`config.mk`:
```
export PLATFORM = sky130hd
export DESIGN_NAME = fetch_queue_flat
export DESIGN_NICKNAME = d
export VERILOG_FILES = /design/src/rtl/fetch_queue_pkg.sv /design/src/rtl/fetch_queue_if.sv /design/src/rtl/fetch_fifo.sv /design/src/rtl/fetch_queue.sv /design/src/flat_wrapper.sv
export SDC_FILE = /design/constraint.sdc
export NUM_CORES = 1
export LEC_CHECK = 0
export CAP_MARGIN = 20
export CORE_MARGIN = 4
export CORE_UTILIZATION = 42
export CTS_CLUSTER_SIZE = 12
export DETAILED_ROUTE_END_ITERATION = 12
export PLACE_DENSITY = 0.81
export SLEW_MARGIN = 20
export SYNTH_ARGS = -nofsm -noshare
export SYNTH_HDL_FRONTEND = slang
export SYNTH_SLANG_ARGS = --single-unit
```
`constraint.sdc`:
```
create_clock -name clk -period 3.3 [get_ports clk]
set_input_delay 0.99 -clock clk [delete_from_list [all_inputs] [get_ports clk]]
set_output_delay 0.99 -clock clk [all_outputs]
set_load 0.01 [all_outputs]
```
`src/rtl/fetch_queue_pkg.sv`:
```
// fetch_queue_pkg: default sizing constants and opcode-field helper shared by the fetch queue files.
package fetch_queue_pkg;
   localparam int ADDR_W_DEF = 12;
   localparam int DATA_W_DEF = 8;
   localparam int OP_W_DEF   = 4;
   localparam int DEPTH_DEF  = 4;
   // Opcode sits in the top ow bits of a dw-bit byte; caller truncates the result to ow bits.
   function automatic logic [31:0] op_field(input logic [31:0] b, input int dw, input int ow);
      return b >> (dw - ow);
   endfunction
endpackage

```
`src/rtl/fetch_queue_if.sv`:
```
// fetch_queue_if: control, ROM and consumer signals of the fetch queue.
interface fetch_queue_if
   import fetch_queue_pkg::*;
#(
   parameter int ADDR_W = ADDR_W_DEF,
   parameter int DATA_W = DATA_W_DEF,
   parameter int OP_W   = OP_W_DEF,
   parameter int DEPTH  = DEPTH_DEF
);
   logic                     enCounter;
   logic                     load;
   logic [ADDR_W-1:0]        counter_in;
   logic [ADDR_W-1:0]        rom_addr;
   logic [DATA_W-1:0]        rom_data;
   logic                     fetch;
   logic                     valid;
   logic [OP_W-1:0]          instr;
   logic [DATA_W-OP_W-1:0]   oprnd;
   logic [DATA_W-1:0]        program_byte;
   logic [$clog2(DEPTH):0]   level;
   modport master (
      output enCounter, load, counter_in, rom_data, fetch,
      input  rom_addr, valid, instr, oprnd, program_byte, level
   );
   modport slave (
      input  enCounter, load, counter_in, rom_data, fetch,
      output rom_addr, valid, instr, oprnd, program_byte, level
   );
endinterface

```
`src/rtl/fetch_fifo.sv`:
```
// fetch_fifo: prefetch byte queue with flush; storage is unreset, pointers and level reset asynchronously.
module fetch_fifo
   import fetch_queue_pkg::*;
#(
   parameter int DATA_W = DATA_W_DEF,
   parameter int DEPTH  = DEPTH_DEF
) (
   input  logic                   clk,
   input  logic                   reset,
   input  logic                   push,
   input  logic                   pop,
   input  logic                   flush,
   input  logic [DATA_W-1:0]      din,
   output logic [DATA_W-1:0]      dout,
   output logic [$clog2(DEPTH):0] level
);
   localparam int PW = $clog2(DEPTH);
   localparam int LW = PW + 1;
   logic [DATA_W-1:0] mem [DEPTH];
   logic [PW-1:0] wr_q, wr_d, rd_q, rd_d;
   logic [LW-1:0] level_q, level_d;
   always_comb begin
      wr_d    = flush ? '0 : wr_q + PW'(push);
      rd_d    = flush ? '0 : rd_q + PW'(pop);
      level_d = flush ? '0 : level_q + LW'(push) - LW'(pop);
   end
   always_ff @(posedge clk or posedge reset) begin
      if (reset) begin
         wr_q    <= '0;
         rd_q    <= '0;
         level_q <= '0;
      end else begin
         wr_q    <= wr_d;
         rd_q    <= rd_d;
         level_q <= level_d;
      end
   end
   always_ff @(posedge clk) begin
      if (push) mem[wr_q] <= din;
   end
   assign dout  = mem[rd_q];
   assign level = level_q;
endmodule

```
`src/rtl/fetch_queue.sv`:
```
// fetch_queue: program counter driving a combinational ROM, prefetching bytes into a FIFO for the consumer.
module fetch_queue
   import fetch_queue_pkg::*;
#(
   parameter int ADDR_W = ADDR_W_DEF,
   parameter int DATA_W = DATA_W_DEF,
   parameter int OP_W   = OP_W_DEF,
   parameter int DEPTH  = DEPTH_DEF
) (
   input  logic         clk,
   input  logic         reset,
   fetch_queue_if.slave bus
);
   localparam int LW = $clog2(DEPTH) + 1;
   logic [ADDR_W-1:0] pc_q, pc_d;
   logic [DATA_W-1:0] dout, head;
   logic [LW-1:0]     level;
   logic              valid, push, pop;
   fetch_fifo #(.DATA_W(DATA_W), .DEPTH(DEPTH)) u_fifo (
      .clk   (clk),
      .reset (reset),
      .push  (push),
      .pop   (pop),
      .flush (bus.load),
      .din   (bus.rom_data),
      .dout  (dout),
      .level (level)
   );
   // A full queue still accepts a push when the head is popped on the same edge.
   always_comb begin
      valid = level != '0;
      pop   = bus.fetch & valid & ~bus.load;
      push  = bus.enCounter & ~bus.load & ((level != LW'(DEPTH)) | pop);
      pc_d  = bus.load ? bus.counter_in : pc_q + ADDR_W'(push);
      head  = valid ? dout : '0;
   end
   always_ff @(posedge clk or posedge reset) begin
      if (reset) pc_q <= '0;
      else pc_q <= pc_d;
   end
   assign bus.rom_addr     = pc_q;
   assign bus.valid        = valid;
   assign bus.program_byte = head;
   assign bus.instr        = OP_W'(op_field(32'(head), DATA_W, OP_W));
   assign bus.oprnd        = head[DATA_W-OP_W-1:0];
   assign bus.level        = level;
endmodule

```
`src/flat_wrapper.sv`:
```
// flat-port wrapper written by rule: the top's interface ports become plain ports
module fetch_queue_flat import fetch_queue_pkg::*;
#(
   parameter int ADDR_W = ADDR_W_DEF,
   parameter int DATA_W = DATA_W_DEF,
   parameter int OP_W   = OP_W_DEF,
   parameter int DEPTH  = DEPTH_DEF
)
  (clk, reset, bus_enCounter, bus_load, bus_counter_in, bus_rom_data, bus_fetch, bus_rom_addr, bus_valid, bus_instr, bus_oprnd, bus_program_byte, bus_level);
  fetch_queue_if #(.ADDR_W(ADDR_W), .DATA_W(DATA_W), .OP_W(OP_W), .DEPTH(DEPTH)) bus_i ();
  input  logic clk;
  input  logic reset;
  input wire logic [$bits(bus_i.enCounter)-1:0] bus_enCounter;
  input wire logic [$bits(bus_i.load)-1:0] bus_load;
  input wire logic [$bits(bus_i.counter_in)-1:0] bus_counter_in;
  input wire logic [$bits(bus_i.rom_data)-1:0] bus_rom_data;
  input wire logic [$bits(bus_i.fetch)-1:0] bus_fetch;
  output wire logic [$bits(bus_i.rom_addr)-1:0] bus_rom_addr;
  output wire logic [$bits(bus_i.valid)-1:0] bus_valid;
  output wire logic [$bits(bus_i.instr)-1:0] bus_instr;
  output wire logic [$bits(bus_i.oprnd)-1:0] bus_oprnd;
  output wire logic [$bits(bus_i.program_byte)-1:0] bus_program_byte;
  output wire logic [$bits(bus_i.level)-1:0] bus_level;
  assign bus_i.enCounter = bus_enCounter;
  assign bus_i.load = bus_load;
  assign bus_i.counter_in = bus_counter_in;
  assign bus_i.rom_data = bus_rom_data;
  assign bus_i.fetch = bus_fetch;
  assign bus_rom_addr = bus_i.rom_addr;
  assign bus_valid = bus_i.valid;
  assign bus_instr = bus_i.instr;
  assign bus_oprnd = bus_i.oprnd;
  assign bus_program_byte = bus_i.program_byte;
  assign bus_level = bus_i.level;
  fetch_queue #(.ADDR_W(ADDR_W), .DATA_W(DATA_W), .OP_W(OP_W), .DEPTH(DEPTH)) u_core (.clk(clk), .reset(reset), .bus(bus_i));
endmodule
```
==> key figures <==
Clocking
  • Post-CTS Hold Fix Bufs: 0
  • Worst-Skew Late Latency: 0.31 ns
  • Number of buffers created by CTS: 5
  • Clock-pin slew on the worst setup and hold paths: 0.09 ns
  • Post-cts gate resize count: 0
  • Root Buffer: clkbuf_8
  • Depth of the CTS H-tree: 2
  • CTS tree: yes
  • Setup Fix Bufs, Post-CTS: 0
  • CTS Sinks: 51
  • Clock Path Buffers: 2

Critical path
  • R2r setup slk: 0.93 ns
  • Max FO, Critical Path: 5
  • Worst r2r src: u_core.u_fifo.level[1]$_DFF_PP0_
  • Buf+Inv Stages, Crit Path: 2
  • Delay-heaviest family, CP: buffers and inverters
  • Reg2reg end: u_core.u_fifo.level[2]$_DFF_PP0_
  • Max stage delay on crit path: 0.49 ns
  • Critical path type: reg -> out
  • Required time of the critical path: 2.31 ns
  • R2R cell count: 11
  • Critical path data arrival time: 2.12 ns
  • CP Depth: 4
  • Worst Setup End Kind: primary output
  • Crit start category: flop
  • Highest-delay cell along the critical path: dfrtp_1
  • Crit-path cells: buf_4 -> mux4_2 -> nor2b_1 -> clkdlybuf4s50_1

Die
  • Ports: 57
  • Initial core utilization: 44.2%
  • Core area: 5200 um^2
  • Die area: 6730 um^2
  • Die Ht: 82.0 um
  • Die width: 82.0 um
  • # rows: 26

Synth
  • Library cells used by synthesis: 28
  • Synth Cell Area: 2300 um^2
  • Largest cells by area after synthesis: edfxtp_1 (42%), dfrtp_1 (21%), mux4_2 (7.8%)
  • Sequential fraction of the synthesis area: 62.4%
  • Dominant cell type by area after synthesis: edfxtp_1
  • #FFs+latches synth: 51
  • Syn Area/Cell: 14.3 um^2
  • Synth Flop Type: edfxtp_1
  • Post-synth EDFFs: 32
  • Synth async-reset ratio: 37.3%
  • Post-Syn Nets: 193
  • Top cell type's share of synthesized area: 41.7%
  • Number of synthesis warnings: 0
  • Synth Instances: 161

Drt
  • Via-to-Cell Ratio: 5.09
  • 1st-pass router iterations: 4
  • Residual DRC count: 0
  • Remaining antenna violation count: 0
  • Routed len/inst: 14.9 um
  • Vias post-DR: 1472
  • DR iter-0 viols: 73
  • DRT Wirelength: 4290 um

Global route
  • Initial antenna violation count: 0
  • Total global routing overflow: 0
  • Largest net degree at the start of global routing: 24
  • Vias in the first global route: 1564
  • First-pass GRT wire length: 7340 um
  • GR Util All Layers: 14.6%

Final layout
  • Filler cells: 438
  • Fin cells: 289
  • Layout area overhead: 30.9%
  • Commonest cells after routing, fill and taps aside: clkdlybuf4s50_1 (56), edfxtp_1 (32), dfrtp_1 (19)
  • Layout net count: 250
  • # diodes: 0
  • Share of cells above drive strength 1: 12.3%
  • Most common library cell in the layout ignoring fill and taps: clkdlybuf4s50_1

Timing
  • Worst-Margin Slew: 0.718 ns
  • Minimum clock period after layout: 3.11 ns
  • RSZ-0062 raised after global routing: no
  • Setup TNS: 0 ns
  • Final hold vios: 0
  • Crit share post-route: 94.2%
  • Worst Clk Skew: 0.0123 ns
  • Relative slew slack: 52.1%
  • Max-slew violations: 0
  • # setup viols final: 0
  • FMAX: 322 MHz
  • Hold Slack: 0.580 ns

Place
  • Detailed Place HPWL: 3200 um
  • Port buffer count: 56
  • Gp weighted congestion: 0.748
  • Placed instance count: 281

Min path
  • Worst Hold Class: reg -> reg
  • Worst Hold Depth: 2
  • WHS Endpoint: u_core.bus.rom_addr[11]$_DFF_PP0_
  • Min-delay src: u_core.bus.rom_addr[11]$_DFF_PP0_

Power
  • Leak: 1.10 nW
  • VDD IR max: 0.225 mV
  • Power Density: 554 nW/um^2

Outcome
  • Status: completed

Flow run
  • Max-cap violations: 0
## through the flow
| step | area [um^2] | power (mW) | utilization [%] | setup WS [ns] |
|---|---|---|---|---|
| final | 3010 | 1.67 | 57.9 | 0.191 |
| after global routing | 3010 | 1.77 | 57.9 | 0.0297 |
| after CTS | 3010 | 1.69 | 57.8 | 0.139 |
| after detailed placement | 2920 | 1.34 | 56.1 | 0.0421 |
| after global placement | 2920 | 1.33 | 56.1 | 0.102 |
| after floorplan | 2300 | 1.07 | - | 0.517 |
## area by class of cell
| class | instances | area, um^2 | share of cell area [%] |
|---|---|---|---|
| well taps | 70 | 87.6 | 2.91 |
| multi-input cells | 91 | 764 | 25.4 |
| clock inverters | 3 | 20.0 | 0.664 |
| clock buffers | 5 | 68.8 | 2.28 |
| inverters | 6 | 22.5 | 0.748 |
| flip-flops and latches | 51 | 1440 | 47.7 |
| repair buffers | 63 | 613 | 20.3 |
## registers in the layout, indices dropped and copies added (netlist names)
name / count
u_core.u_fifo.wr_q: 2
u_core.bus.rom_addr: 12
u_core.u_fifo.rd_q: 2
u_core.u_fifo.mem: 32
u_core.u_fifo.level: 3
## report_power, final
| group | switching [mW] | leakage (nW) | internal, mW | total (mW) |
|---|---|---|---|---|
| clock | 0.203 | 0.0418 | 0.148 | 0.351 |
| combinational | 0.220 | 0.531 | 0.323 | 0.543 |
| sequential | 0.0518 | 0.527 | 0.725 | 0.777 |
| total | 0.474 | 1.10 | 1.20 | 1.67 |
## how the worst max path moves through the flow
stage	from	endpoint	slack, ns
floorplan	bus_fetch	u_core.u_fifo.level[2]$_DFF_PP0_	0.52
global placement	bus_fetch	u_core.u_fifo.level[2]$_DFF_PP0_	0.10
detailed placement	bus_fetch	u_core.u_fifo.level[2]$_DFF_PP0_	0.04
CTS	u_core.u_fifo.rd_q[0]$_DFF_PP0_	bus_instr[3]	0.14
global route	u_core.u_fifo.rd_q[0]$_DFF_PP0_	bus_program_byte[2]	0.03
finish	u_core.u_fifo.rd_q[0]$_DFF_PP0_	bus_instr[1]	0.19
## tightest hold or removal path: cells and delay by family (launching register included)
| family | cells | cell delay [ns] |
|---|---|---|
| AO/OA/AOI/OAI | 2 | 0.15 |
| flip-flops | 1 | 0.40 |
## synthesized netlist by cell type (4+ instances only)
master and n:
edfxtp_1 32, dfrtp_1 19, nand2_1 11, nor2b_1 11
buf_4 9, mux4_2 8, nand3_1 8, nor2_1 7
or4_1 7, ha_1 6, inv_1 6, o211ai_1 4
xnor2_1 4
## layer usage
layer / track usage [%] / wire length (um)
met2: 24.3 / 2140
met5: 0 / 0
met4: 5.98 / 73
met3: 3.18 / 231
met1: 18.5 / 1850
## kinds of logic (layout without fill, tap and decap cells)
| logic type | Yosys count | count (layout) | synth area share, % |
|---|---|---|---|
| multiplexers | 10 | 10 | 8.80 |
| buffers and inverters | 19 | 77 | 4.62 |
| AND/OR/NAND/NOR | 54 | 54 | 13.6 |
| adder cells (fa/ha/maj) | 7 | 7 | 4.13 |
| flip-flops | 51 | 51 | 62.4 |
| XOR/XNOR | 7 | 7 | 2.66 |
| AO/OA/AOI/OAI | 13 | 13 | 3.75 |
Note: power is estimated with default switching activity, not from simulation.
